--- src/rtl/mem_sequencer_pkg.sv ---
// mem_seq_pkg: shared types and constants for the mem_sequencer block.
// Holds the sequencer state encoding, the full-word byte-enable constant,
// the byte-lane index type and the default bus wait limit.
package mem_seq_pkg;

  typedef enum logic [2:0] {
    ST_FETCH,
    ST_DECODE,
    ST_DATA,
    ST_COMMIT,
    ST_HALT
  } state_t;

  localparam logic [3:0] BE_WORD         = 4'b1111;
  localparam int         DEFAULT_TIMEOUT = 16;

  // Byte position within a 32-bit little-endian word.
  typedef logic [1:0] lane_t;

  // One-hot byte enable for a single lane.
  function automatic logic [3:0] lane_be(input lane_t lane);
    return 4'b0001 << lane;
  endfunction

endpackage

--- src/rtl/mem_sequencer_if.sv ---
// mem_sequencer_if: single-ported, variable-latency memory bus.
// The sequencer drives the request side through the master modport; the
// memory (or a bench model) answers through the slave modport.
interface mem_sequencer_if #(
  parameter int ADDR_W = 32
);
  logic              mem_req;
  logic [ADDR_W-1:0] mem_addr;
  logic              mem_we;
  logic [3:0]        mem_be;
  logic [31:0]       mem_wdata;
  logic [31:0]       mem_rdata;
  logic              mem_ready;

  modport master (
    output mem_req, mem_addr, mem_we, mem_be, mem_wdata,
    input  mem_rdata, mem_ready
  );

  modport slave (
    input  mem_req, mem_addr, mem_we, mem_be, mem_wdata,
    output mem_rdata, mem_ready
  );
endinterface

--- src/rtl/mem_sequencer_byte_lane.sv ---
// byte_lane_unit: purely combinational byte steering for the sequencer.
// Store side: one-hot byte enable and byte replication across the word.
// Load side: selects one byte lane and zero-extends it, or passes the word.
module byte_lane_unit
  import mem_seq_pkg::*;
(
  input  lane_t       lane,
  input  logic        byte_store,
  input  logic [31:0] store_data,
  input  logic        byte_load,
  input  logic [31:0] rdata,
  output logic [3:0]  byte_be,
  output logic [31:0] wdata,
  output logic [31:0] load_val
);

  logic [7:0] sel_byte;

  // Lane steering for both directions.
  always_comb begin
    byte_be  = lane_be(lane);
    wdata    = byte_store ? {4{store_data[7:0]}} : store_data;
    sel_byte = rdata[{lane, 3'b000} +: 8];
    load_val = byte_load ? {24'h0, sel_byte} : rdata;
  end

endmodule

--- src/rtl/mem_sequencer.sv ---
// mem_sequencer: multi-cycle fetch/decode/data/commit sequencer that shares
// one single-ported memory between instruction fetch and data access, and
// pulses step once per completed instruction.
// Optional feature: define MEM_TIMEOUT_EN to abort any bus access that waits
// TIMEOUT cycles, raising the sticky bus_error and halting the core.
module mem_sequencer
  import mem_seq_pkg::*;
#(
  parameter int ADDR_W  = 32,
  parameter int TIMEOUT = DEFAULT_TIMEOUT
) (
  input  logic              clock,
  input  logic              reset,
  input  logic [ADDR_W-1:0] pc,
  input  logic [ADDR_W-1:0] data_addr,
  input  logic [31:0]       store_data,
  input  logic              mem_read,
  input  logic              word_we,
  input  logic              byte_we,
  input  logic              byte_load,
  input  logic              except_in,
  output logic [31:0]       inst,
  output logic [31:0]       load_data,
  output logic              step,
  output logic              halted,
  output logic              bus_error,
  mem_sequencer_if.master   bus
);

  localparam logic [ADDR_W-1:0] ALIGN_MASK = ~ADDR_W'(3);

  state_t      state_q, state_d;
  logic        req_q, req_d;
  logic        inst_en, load_en, err_set;
  logic        accept, timeout_hit;
  logic        store_op, mem_op, misaligned;
  logic [3:0]  lane_byte_be;
  logic [31:0] lane_wdata, lane_load;
  logic [31:0] inst_q, load_q;
  logic        err_q;

  assign accept     = req_q && bus.mem_ready;
  assign store_op   = word_we || byte_we;
  assign mem_op     = mem_read || store_op;
  assign misaligned = (data_addr[1:0] != 2'b00) && ((mem_read && !byte_load) || word_we);

  byte_lane_unit u_lane (
    .lane       (data_addr[1:0]),
    .byte_store (byte_we),
    .store_data (store_data),
    .byte_load  (byte_load),
    .rdata      (bus.mem_rdata),
    .byte_be    (lane_byte_be),
    .wdata      (lane_wdata),
    .load_val   (lane_load)
  );

`ifdef MEM_TIMEOUT_EN
  localparam int CNT_W = $clog2(TIMEOUT + 1);

  logic [CNT_W-1:0] wait_q;

  // Wait counter: idle while no request is open, counts unanswered request cycles.
  always_ff @(posedge clock or posedge reset) begin
    if (reset) begin
      wait_q <= '0;
    end else if (!req_q || bus.mem_ready) begin
      wait_q <= '0;
    end else begin
      wait_q <= wait_q + 1'b1;
    end
  end

  assign timeout_hit = req_q && !bus.mem_ready && (wait_q == CNT_W'(TIMEOUT - 1));
`else
  assign timeout_hit = 1'b0;
`endif

  // State and request registers; reset drops the request immediately.
  // NOTE: sequential state uses non-blocking assignments so every register
  // samples pre-edge values regardless of statement order.
  always_ff @(posedge clock or posedge reset) begin
    if (reset) begin
      state_q <= ST_FETCH;
      req_q   <= 1'b0;
    end else begin
      state_q <= state_d;
      req_q   <= req_d;
    end
  end

  // Next-state, request and capture-enable decode.
  // NOTE: every signal gets a default first so no path leaves it unassigned,
  // which would otherwise infer a latch.
  always_comb begin
    state_d = state_q;
    req_d   = req_q;
    inst_en = 1'b0;
    load_en = 1'b0;
    err_set = 1'b0;
    unique case (state_q)
      ST_FETCH: begin
        if (!req_q) begin
          req_d = 1'b1;                     // first fetch after reset
        end else if (accept) begin
          inst_en = 1'b1;
          req_d   = 1'b0;
          state_d = ST_DECODE;
        end else if (timeout_hit) begin
          err_set = 1'b1;
          req_d   = 1'b0;
          state_d = ST_HALT;
        end
      end
      ST_DECODE: begin
        if (except_in || (mem_op && misaligned)) begin
          state_d = ST_HALT;
        end else if (mem_op) begin
          req_d   = 1'b1;
          state_d = ST_DATA;
        end else begin
          state_d = ST_COMMIT;
        end
      end
      ST_DATA: begin
        if (accept) begin
          load_en = mem_read;
          req_d   = 1'b0;
          state_d = ST_COMMIT;
        end else if (timeout_hit) begin
          err_set = 1'b1;
          req_d   = 1'b0;
          state_d = ST_HALT;
        end
      end
      ST_COMMIT: begin
        req_d   = 1'b1;
        state_d = ST_FETCH;
      end
      ST_HALT: begin
        req_d = 1'b0;
      end
      default: begin
        req_d   = 1'b0;
        state_d = ST_HALT;
      end
    endcase
  end

  // Instruction, load result and sticky error registers.
  always_ff @(posedge clock or posedge reset) begin
    if (reset) begin
      inst_q <= '0;
      load_q <= '0;
      err_q  <= 1'b0;
    end else begin
      if (inst_en) inst_q <= bus.mem_rdata;
      if (load_en) load_q <= lane_load;
      if (err_set) err_q  <= 1'b1;
    end
  end

  // Bus drive: quiet whenever no request is open, otherwise fetch or data attributes.
  always_comb begin
    bus.mem_req   = req_q;
    bus.mem_addr  = '0;
    bus.mem_we    = 1'b0;
    bus.mem_be    = '0;
    bus.mem_wdata = '0;
    if (req_q) begin
      if (state_q == ST_DATA) begin
        bus.mem_addr  = data_addr & ALIGN_MASK;
        bus.mem_we    = store_op;
        bus.mem_be    = byte_we ? lane_byte_be : BE_WORD;
        bus.mem_wdata = store_op ? lane_wdata : '0;
      end else begin
        bus.mem_addr = pc & ALIGN_MASK;
        bus.mem_be   = BE_WORD;
      end
    end
  end

  assign inst      = inst_q;
  assign load_data = load_q;
  assign step      = (state_q == ST_COMMIT);
  assign halted    = (state_q == ST_HALT);
  assign bus_error = err_q;

endmodule

--- src/flat_wrapper.sv ---
// flat-port wrapper written by rule: the top's interface ports become plain ports
module mem_sequencer_flat import mem_seq_pkg::*;
#(
  parameter int ADDR_W  = 32,
  parameter int TIMEOUT = DEFAULT_TIMEOUT
)
  (clock, reset, pc, data_addr, store_data, mem_read, word_we, byte_we, byte_load, except_in, inst, load_data, step, halted, bus_error, bus_mem_req, bus_mem_addr, bus_mem_we, bus_mem_be, bus_mem_wdata, bus_mem_rdata, bus_mem_ready);
  mem_sequencer_if #(.ADDR_W(ADDR_W)) bus_i ();
  input  logic clock;
  input  logic reset;
  input  logic [ADDR_W-1:0] pc;
  input  logic [ADDR_W-1:0] data_addr;
  input  logic [31:0] store_data;
  input  logic mem_read;
  input  logic word_we;
  input  logic byte_we;
  input  logic byte_load;
  input  logic except_in;
  output logic [31:0] inst;
  output logic [31:0] load_data;
  output logic step;
  output logic halted;
  output logic bus_error;
  output wire logic [$bits(bus_i.mem_req)-1:0] bus_mem_req;
  output wire logic [$bits(bus_i.mem_addr)-1:0] bus_mem_addr;
  output wire logic [$bits(bus_i.mem_we)-1:0] bus_mem_we;
  output wire logic [$bits(bus_i.mem_be)-1:0] bus_mem_be;
  output wire logic [$bits(bus_i.mem_wdata)-1:0] bus_mem_wdata;
  input wire logic [$bits(bus_i.mem_rdata)-1:0] bus_mem_rdata;
  input wire logic [$bits(bus_i.mem_ready)-1:0] bus_mem_ready;
  assign bus_mem_req = bus_i.mem_req;
  assign bus_mem_addr = bus_i.mem_addr;
  assign bus_mem_we = bus_i.mem_we;
  assign bus_mem_be = bus_i.mem_be;
  assign bus_mem_wdata = bus_i.mem_wdata;
  assign bus_i.mem_rdata = bus_mem_rdata;
  assign bus_i.mem_ready = bus_mem_ready;
  mem_sequencer #(.ADDR_W(ADDR_W), .TIMEOUT(TIMEOUT)) u_core (.clock(clock), .reset(reset), .pc(pc), .data_addr(data_addr), .store_data(store_data), .mem_read(mem_read), .word_we(word_we), .byte_we(byte_we), .byte_load(byte_load), .except_in(except_in), .inst(inst), .load_data(load_data), .step(step), .halted(halted), .bus_error(bus_error), .bus(bus_i));
endmodule
--- config.mk ---
export PLATFORM = sky130hd
export DESIGN_NAME = mem_sequencer_flat
export DESIGN_NICKNAME = d
export VERILOG_FILES = /design/src/rtl/mem_sequencer_pkg.sv /design/src/rtl/mem_sequencer_if.sv /design/src/rtl/mem_sequencer_byte_lane.sv /design/src/rtl/mem_sequencer.sv /design/src/flat_wrapper.sv
export SDC_FILE = /design/constraint.sdc
export NUM_CORES = 1
export LEC_CHECK = 0
export ABC_AREA = 1
export BUFFER_PORTS_ARGS = -buffer_cell sky130_fd_sc_hd__buf_2
export CAP_MARGIN = 0
export CORE_MARGIN = 4
export CORE_UTILIZATION = 44
export CTS_CLUSTER_DIAMETER = 60
export DETAILED_ROUTE_END_ITERATION = 12
export HOLD_SLACK_MARGIN = 0.05
export PLACE_DENSITY = 0.79
export SLEW_MARGIN = 20
export SYNTH_ARGS = -nofsm -noshare
export SYNTH_HDL_FRONTEND = slang
export SYNTH_HIERARCHICAL = 1
export SYNTH_SLANG_ARGS = --single-unit
--- constraint.sdc ---
create_clock -name clock -period 3 [get_ports clock]
set_input_delay 0.6 -clock clock [delete_from_list [all_inputs] [get_ports clock]]
set_output_delay 0.6 -clock clock [all_outputs]
set_load 0.1 [all_outputs]
* After elaboration in Yosys (flattened, before gate mapping)
Cells that the tools add are included.
** Cells by class
- Add/subtract/negate cells :: 0
- Multiply operators :: 0
- Divide/modulo/power cells :: 0
- $lt $le $gt $ge :: 0
- Equality and inequality tests :: 9
- Shift operators :: 2
- Mux-type cells :: 29
- Bitwise logic cells :: 1
- Reductions and logical operators :: 13
** Operators with widths (count)
- 2-to-1 mux 32 bit :: 7
- variable part select 32 x 6 -> 8 bit :: 1
- case mux 3 bit (5 select lines) :: 1
- 2-to-1 mux 1 bit :: 13
- 2-to-1 mux 3 bit :: 4
- 2-to-1 mux 4 bit :: 3
- inequality test 2 x 1 -> 1 bit, second input constant :: 4
- == test 3 x 2 -> 1 bit, second input constant :: 2
- logical AND 1 bit :: 4
- logical OR 1 bit :: 4
- case mux 1 bit (4 select lines) :: 1
- AND reduction 4 bit :: 1
- left shift 1 x 2 -> 4 bit, first input constant :: 1
- == test 3 x 1 -> 1 bit, second input constant :: 1
- == test 3 bit, second input constant :: 1
- logical NOT 3 bit :: 1
- AND reduction 3 bit :: 1
- inequality test 2 bit, second input constant :: 1
- nonzero test 2 bit :: 1
- logical NOT 1 bit :: 1
- NOT 1 bit :: 1
** Word-level totals
- Register bits :: 68
- Latch bits :: 0
- Memory bits (writable) :: 0
- Memory bits (read-only) :: 0
- Input port bits :: 136
- Output and inout bits :: 137
- Word-level logic and storage cells :: 58
- Memories :: 0

* Depth between registers and ports, before layout
Gate-level depths: netlist of run 1.
- Depth after elaboration :: 8
- Gate-level depth with buffers :: 9
- Depth with buffers taken out :: 9

* By module
The synthesis of run 1 kept the hierarchy.
** Modules (own cells, without submodules)
- mem_sequencer :: instances 1, cells each 496, area each 3663.5 µm², seq. area each 1701.6 µm²
- byte_lane_unit :: instances 1, cells each 187, area each 830.8 µm², seq. area each 0.0 µm²

* Worst setup path after synthesis of run 1
Ideal clock, no wire load.
- Path type :: register to output
- From :: reg u_core.req_q, in the netlist u_core/bus.mem_req
- To :: out bus_mem_wdata[22]
- Arrival time :: 2.867 ns
- Slack :: -0.467 ns
- Stages on the path, launching flop included :: 6
- Buffers on the path :: 1
- Path through :: dfrtp_1 inv_1 nor2_1 nand2_1 buf_2 nor2_1
** Between the ends
- Cells in the longest elaborated chain, start to end :: 1
** Ends and longest elaborated chain
- from (decl) :: line mem_sequencer.sv:33 : logic req_q, req_d;
- from (signal assigned) :: line mem_sequencer.sv:88 : req_q <= req_d;
- 2-to-1 mux 32 bit :: line mem_sequencer.sv:170 : if (req_q) begin
- to (decl) :: line flat_wrapper.sv:28 : output wire logic [$bits(bus_i.mem_wdata)-1:0] bus_mem_wdata;
Every way passes these cells.

* Worst setup path in the final report of run 1
- From :: reg u_core.state_q[2]
- To :: out bus_mem_wdata[1]
** Between the ends
- Cells in the longest elaborated chain, start to end :: 3
** Ends and longest elaborated chain
- from (decl) :: line mem_sequencer.sv:32 : state_t state_q, state_d;
- from (signal assigned) :: line mem_sequencer.sv:87 : state_q <= state_d;
- == test 3 x 2 -> 1 bit :: line mem_sequencer.sv:171 : if (state_q == ST_DATA) begin
- 2-to-1 mux 32 bit :: line mem_sequencer.sv:171
- 2-to-1 mux 32 bit :: line mem_sequencer.sv:170
Every way passes these cells.

==> flow_summary.ini, run 1 <==
[sta]
finalSetupTns_ns = 0
maxSlewViolCount = 0
whs_ns = 0.367
setup_viol = 0
rsz0062_at_grt = no
slew_headroom_pct = 52.2
setup_slack_ns = 0.279
fmax_mhz = 368
fin_crit_sh_pct = 90.7
period_minus_slack_ns = 2.72
worstMarginPinSlew_ns = 0.716
finalHoldViolations = 0
finalClockSkew_ns = 0.0123

[synthesis]
syn_area_sq_um = 4490
ys_ff_latch = 68
synth.largest_area_cell = dfrtp_1
async_reset_ff_share_pct = 100
synth_seq_area_share_pct = 37.9
synth_mux_area_share_pct = 0
synth-edff-count = 0
yosys_warnings = 6
syn_area_per_cell_sq_um = 6.58
synth_ff_type = dfrtp_1
yosys.area_share.adder_pct = 0
synth.top_cell.area_share_pct = 37.9
synth_top_family_by_area = simple AND/OR/NAND/NOR gates
ys_types = 26
synthXorXnorAreaFrac_pct = 0
yosys.area_share.simple_pct = 24.9
syn_inst = 683
synth_compound_area_share_pct = 17.1
synth_area_leaders = dfrtp_1 38%, inv_1 14%, nor2_1 10%, o21ai_0 10%, nand2_1 9.1%

[power_and_ir_drop]
power_frac_seq_pct = 47.0
p_switching_mw = 0.542
pwr-share-clk_pct = 37.9
p_int_mw = 1.41
swShare_pct = 27.8
ir_drop_uv = 282
total_power_mw = 1.95
pwr_density_cell_nw_per_um2 = 303
p_leak_nw = 3.80
p_comb_share_pct = 15.1

[global_route]
track_usage_pct = 26.2
grt_overflow = 0
grt_pass1_vias = 4438
grt_max_degree = 65
antenna_found_initial = 1
grt_first_pass_wirelength_mm = 23.7

[floorplanning]
pin_count = 273
placementRows = 36
die_x_um = 109
start_util_pct = 45.6
die_h_um = 109
dieArea_sq_um = 11900
core-area_sq_um = 9860

[placement]
gp_congestion = 0.957
dp_hpwl_mm = 12.9
pre_cts_slack_ns = 0.444
dpl-instance-area_sq_um = 6240
dpl.cell_count = 1050
numPortBuffers = 267

[hold_path]
hold_class = input pin to async pin

[clocking]
postCtsResizedCells = 0
clock_sinks = 68
holdBufCountCts = 0
clk_pin_slew_ns = 0.08
h-tree-depth = 3
clock_path_buffers = 2
cts_setup_buffers = 0
cts-buffers-inserted = 9
cts_tree = yes
insertion_delay_ns = 0.34
cts-root-buf = clkbuf_8

[worst_setup_path]
r2r_slack_ns = 0.90
worstPathRequired_ns = 2.40
arrival_ns = 2.12
r2r-end = u_core/inst[16]
start_kind = flip-flop
critPathCaptureType = output pin
worstSetupPathType = flip-flop to output pin
reg2regPathDepth = 7
cp_max_fo = 10
r2r-start = u_core/bus.mem_req

[outcome]
status = completed

[detailed_routing]
drc_errors = 0
routed_wl_mm = 16.0
num_vias = 4928
detailedRoute.firstIterationViolations = 347
via_per_inst = 4.62
routedWlPerCell_um = 15.0
first_pass_iters = 4
antenna_left = 0

[layout]
area_delta_synth_final_pct = 43.2
drive_above_1_share_pct = 42.3
stdcell_count = 1067
fin_util_pct = 65.2
fin_area_sq_um = 6440
fin_nets = 1064
fill_cells = 919

[run]
cap_violations = 0
[power by group through the flow]
stage,Clock [mW],Sequential [mW],Combinational [mW]
after detailed placement,0,0.934,0.293
after global placement,0,0.934,0.291
after CTS,0.757,0.916,0.295
after global routing,0.800,0.916,0.329
final,0.739,0.916,0.295
after floorplan,0,0.934,0.168
[layout by cell type (no fill, tap or decap), drive strengths merged]
cell type / n
bufinv: 1
o211ai: 1
nand3: 37
nand2: 110
clkinvlp: 1
a21oi: 1
inv: 163
diode: 1
nor3: 2
o21ai: 121
or2: 1
a31oi: 4
clkbuf: 10
clkinv: 6
nor2: 126
dfrtp: 68
buf: 278
conb: 3
[synthesized netlist by cell type (2+ instances only)]
cell / n
inv_1: 162
nor2_1: 125
nand2_1: 109
o21ai_0: 90
dfrtp_1: 68
nand3_1: 36
o21ai_2: 30
buf_2: 13
buf_4: 13
clkbuf_1: 12
buf_6: 6
a31oi_1: 4
clkinv_1: 2
[cell families (layout without fill, tap and decap cells)]
family                 count (synthesis)  after routing
AOI/OAI and AO/OA                    127            127
buffers and inverters                211            459
and+or+nand+nor                      276            276
DFF                                   68             68
other                                  1              4
[registers in the layout, indices dropped and copies added, names as in the netlist]
register	cells
u_core/bus.mem_req	1
u_core/state_q	3
u_core/load_data	32
u_core/inst	32
[area by class of cell]
cell class	instances	area, sq um	share of cell area (%)
Multi-Input combinational cell	406	2200	34.2
Sequential cell	68	1700	26.4
Timing Repair Buffer	278	1550	24.1
Inverter	165	619	9.62
Tap cell	133	166	2.59
Clock buffer	10	128	1.98
Clock inverter	6	65.1	1.01
Antenna cell	1	2.50	0.0389
[worst max-delay path, stage by stage (launching register included)]
cell and delay, ns:
dfrtp_1 0.45, nor2_4 0.19, nand2_4 0.06, clkinv_1 0.06, nand2_2 0.23, buf_12 0.26
nor2_2 0.08, buf_2 0.43
[per-layer routing]
layer | up-vias | routed length [um] | global-route usage (%)
met5 | - | 0 | 0
met4 | 0 | 263 | 6.94
met3 | 20 | 1440 | 6.28
met2 | 216 | 8040 | 46.4
met1 | 2180 | 6290 | 31.7
li1 | 2512 | - | -
[worst max-delay path by stage]
| stage | startpoint | end | slack (ns) |
|---|---|---|---|
| after CTS | u_core/state_q[2] | bus_mem_wdata[1] | 0.24 |
| after global placement | byte_we | bus_mem_wdata[11] | 0.47 |
| after floorplan | u_core/bus.mem_req | bus_mem_be[0] | -0.37 |
| final | u_core/state_q[2] | bus_mem_wdata[1] | 0.28 |
| after detailed placement | byte_we | bus_mem_wdata[18] | 0.44 |
| after global routing | u_core/state_q[2] | bus_mem_wdata[1] | 0.18 |
No activity file was read; power rests on OpenSTA's default activity.
==> inputs of run 2 (changes only) <==
Settings changed: CTS_BUF_LIST from default to sky130_fd_sc_hd__clkbuf_16, SETUP_SLACK_MARGIN from default to 0.4.
==> flow_summary.ini, run 2 (synthesis results as in run 1) <==
[power_and_ir_drop]
swShare_pct = 25.7
power_frac_seq_pct = 43.5
pwr_density_cell_nw_per_um2 = 315
ir_drop_uv = 333
p_leak_nw = 3.83
p_int_mw = 1.57
p_comb_share_pct = 14.0
pwr-share-clk_pct = 42.5
p_switching_mw = 0.543

[clocking]
h-tree-depth = 3
holdBufCountCts = 0
cts-buffers-inserted = 9
clock_sinks = 68
clk_pin_slew_ns = 0.05
cts_setup_buffers = 0
cts-root-buf = clkbuf_16
cts_tree = yes
insertion_delay_ns = 0.32
clock_path_buffers = 2

[worst_setup_path]
worstPathRequired_ns = 2.40
arrival_ns = 1.94
start_kind = flip-flop
critPathCaptureType = output pin
worstSetupPathType = flip-flop to output pin
cp_max_fo = 16

[floorplanning]
die_h_um = 109
die_x_um = 109
dieArea_sq_um = 11900
placementRows = 36
start_util_pct = 45.6
pin_count = 273
core-area_sq_um = 9860

[layout]
area_delta_synth_final_pct = 49.2
drive_above_1_share_pct = 42.8
mostFrequentLayoutCell = buf_2
stdcell_count = 1068
final_cell_mix = 210 x buf_2, 160 x inv_1, 108 x nand2_1
fin_nets = 1065

[sta]
finalClockSkew_ns = 0.00534
maxSlewViolCount = 0
setup_viol = 0
fin_crit_sh_pct = 84.7
finalHoldViolations = 0
rsz0062_at_grt = no
fmax_mhz = 394
worstMarginPinSlew_ns = 0.638
slew_headroom_pct = 57.4
finalSetupTns_ns = 0
whs_ns = 0.366
period_minus_slack_ns = 2.54

[placement]
dpl.cell_count = 1050
gp_congestion = 0.853
dp_hpwl_mm = 12.3
numPortBuffers = 267

[hold_path]
hold_class = input pin to async pin

[detailed_routing]
num_vias = 5046
via_per_inst = 4.72
met2_wirelength_mm = 8.41
routed_wl_mm = 15.9
routed-wl-met3_mm = 1.42
antenna_left = 0
top_layer_used = met4
drc_errors = 0
detailedRoute.firstIterationViolations = 392
routedWlPerCell_um = 14.9
first_pass_iters = 5
met1_length_mm = 5.62

[global_route]
track_usage_pct = 25.8
grt_max_degree = 65
antenna_found_initial = 3
grt_overflow = 0
grt_pass1_vias = 4654
grt_first_pass_wirelength_mm = 23.7

[outcome]
status = completed

[run]
cap_violations = 0
-- run 2: changes by cell type in the layout (fill, tap and decap cells not counted), sizes merged --
cell	previous run	this run
diode	1	3
bufinv	1	0
clkbuf	10	23
bufbuf	0	1
clkinv	6	7
buf	278	264
inv	163	162
-- run 2: timing repair --
item                       in CTS  in global routing
resized for setup              42                 15
gates cloned                    1                  0
setup endpoints to repair      58                 15
-- run 2: metal layers --
| metal | global-route usage (%) | vias to the layer above |
|---|---|---|
| met5 | 0 | - |
| met4 | 11.0 | 0 |
| met3 | 6.22 | 35 |
| met2 | 46.8 | 217 |
| met1 | 28.5 | 2280 |
| li1 | - | 2514 |
-- run 2: layout make-up --
type | instances | area [sq um]
multi-input cells | 406 | 2230
diodes | 3 | 7.51
repair buffers | 279 | 1720
flip-flops and latches | 68 | 1700
clock buffers | 9 | 225
clock inverters | 5 | 21.3
fillers | 909 | 3160
well taps | 133 | 166
inverters | 165 | 624
-- run 2: critical path: stages, from the launching register on --
cell and delay, ns:
dfrtp_1 0.44, nor2_4 0.18, nand2_4 0.06, clkinv_2 0.13, nand2_4 0.08, bufbuf_16 0.32
nor2_4 0.10, buf_4 0.29
-- run 2: stage by stage --
step                      worst slack (ns)  utilization, %  area (sq um)  power [mW]
after floorplan                      0.384               -          4840        1.10
after global placement               0.455            63.5          6270        1.22
after detailed placement             0.433            63.5          6270        1.23
after CTS                            0.440            67.5          6660        2.12
after global routing                 0.389            68.0          6700        2.20
final                                0.460            68.0          6700        2.11
-- run 2: worst paths after layout --
path,start,to,slack (ns),cells past startpoint
max in group asynchronous,reset,u_core/inst[31],1.98,3
worst min-delay path,reset,u_core/inst[1],0.37,2
worst min register to register,u_core/inst[21],u_core/inst[21],0.48,2
worst max register to register,u_core/bus.mem_req,u_core/inst[26],1.06,6
min in group clock,u_core/inst[21],u_core/inst[21],0.48,2
worst max-delay path,u_core/state_q[2],bus_mem_wdata[17],0.46,7
-- run 2: power groups by stage --
stage               Sequential [mW]  Clock (mW)  Combinational, mW
floorplan                     0.934           0              0.169
finish                        0.918       0.897              0.295
CTS                           0.918       0.908              0.293
global placement              0.934           0              0.288
global route                  0.917       0.953              0.332
detailed placement            0.934           0              0.292
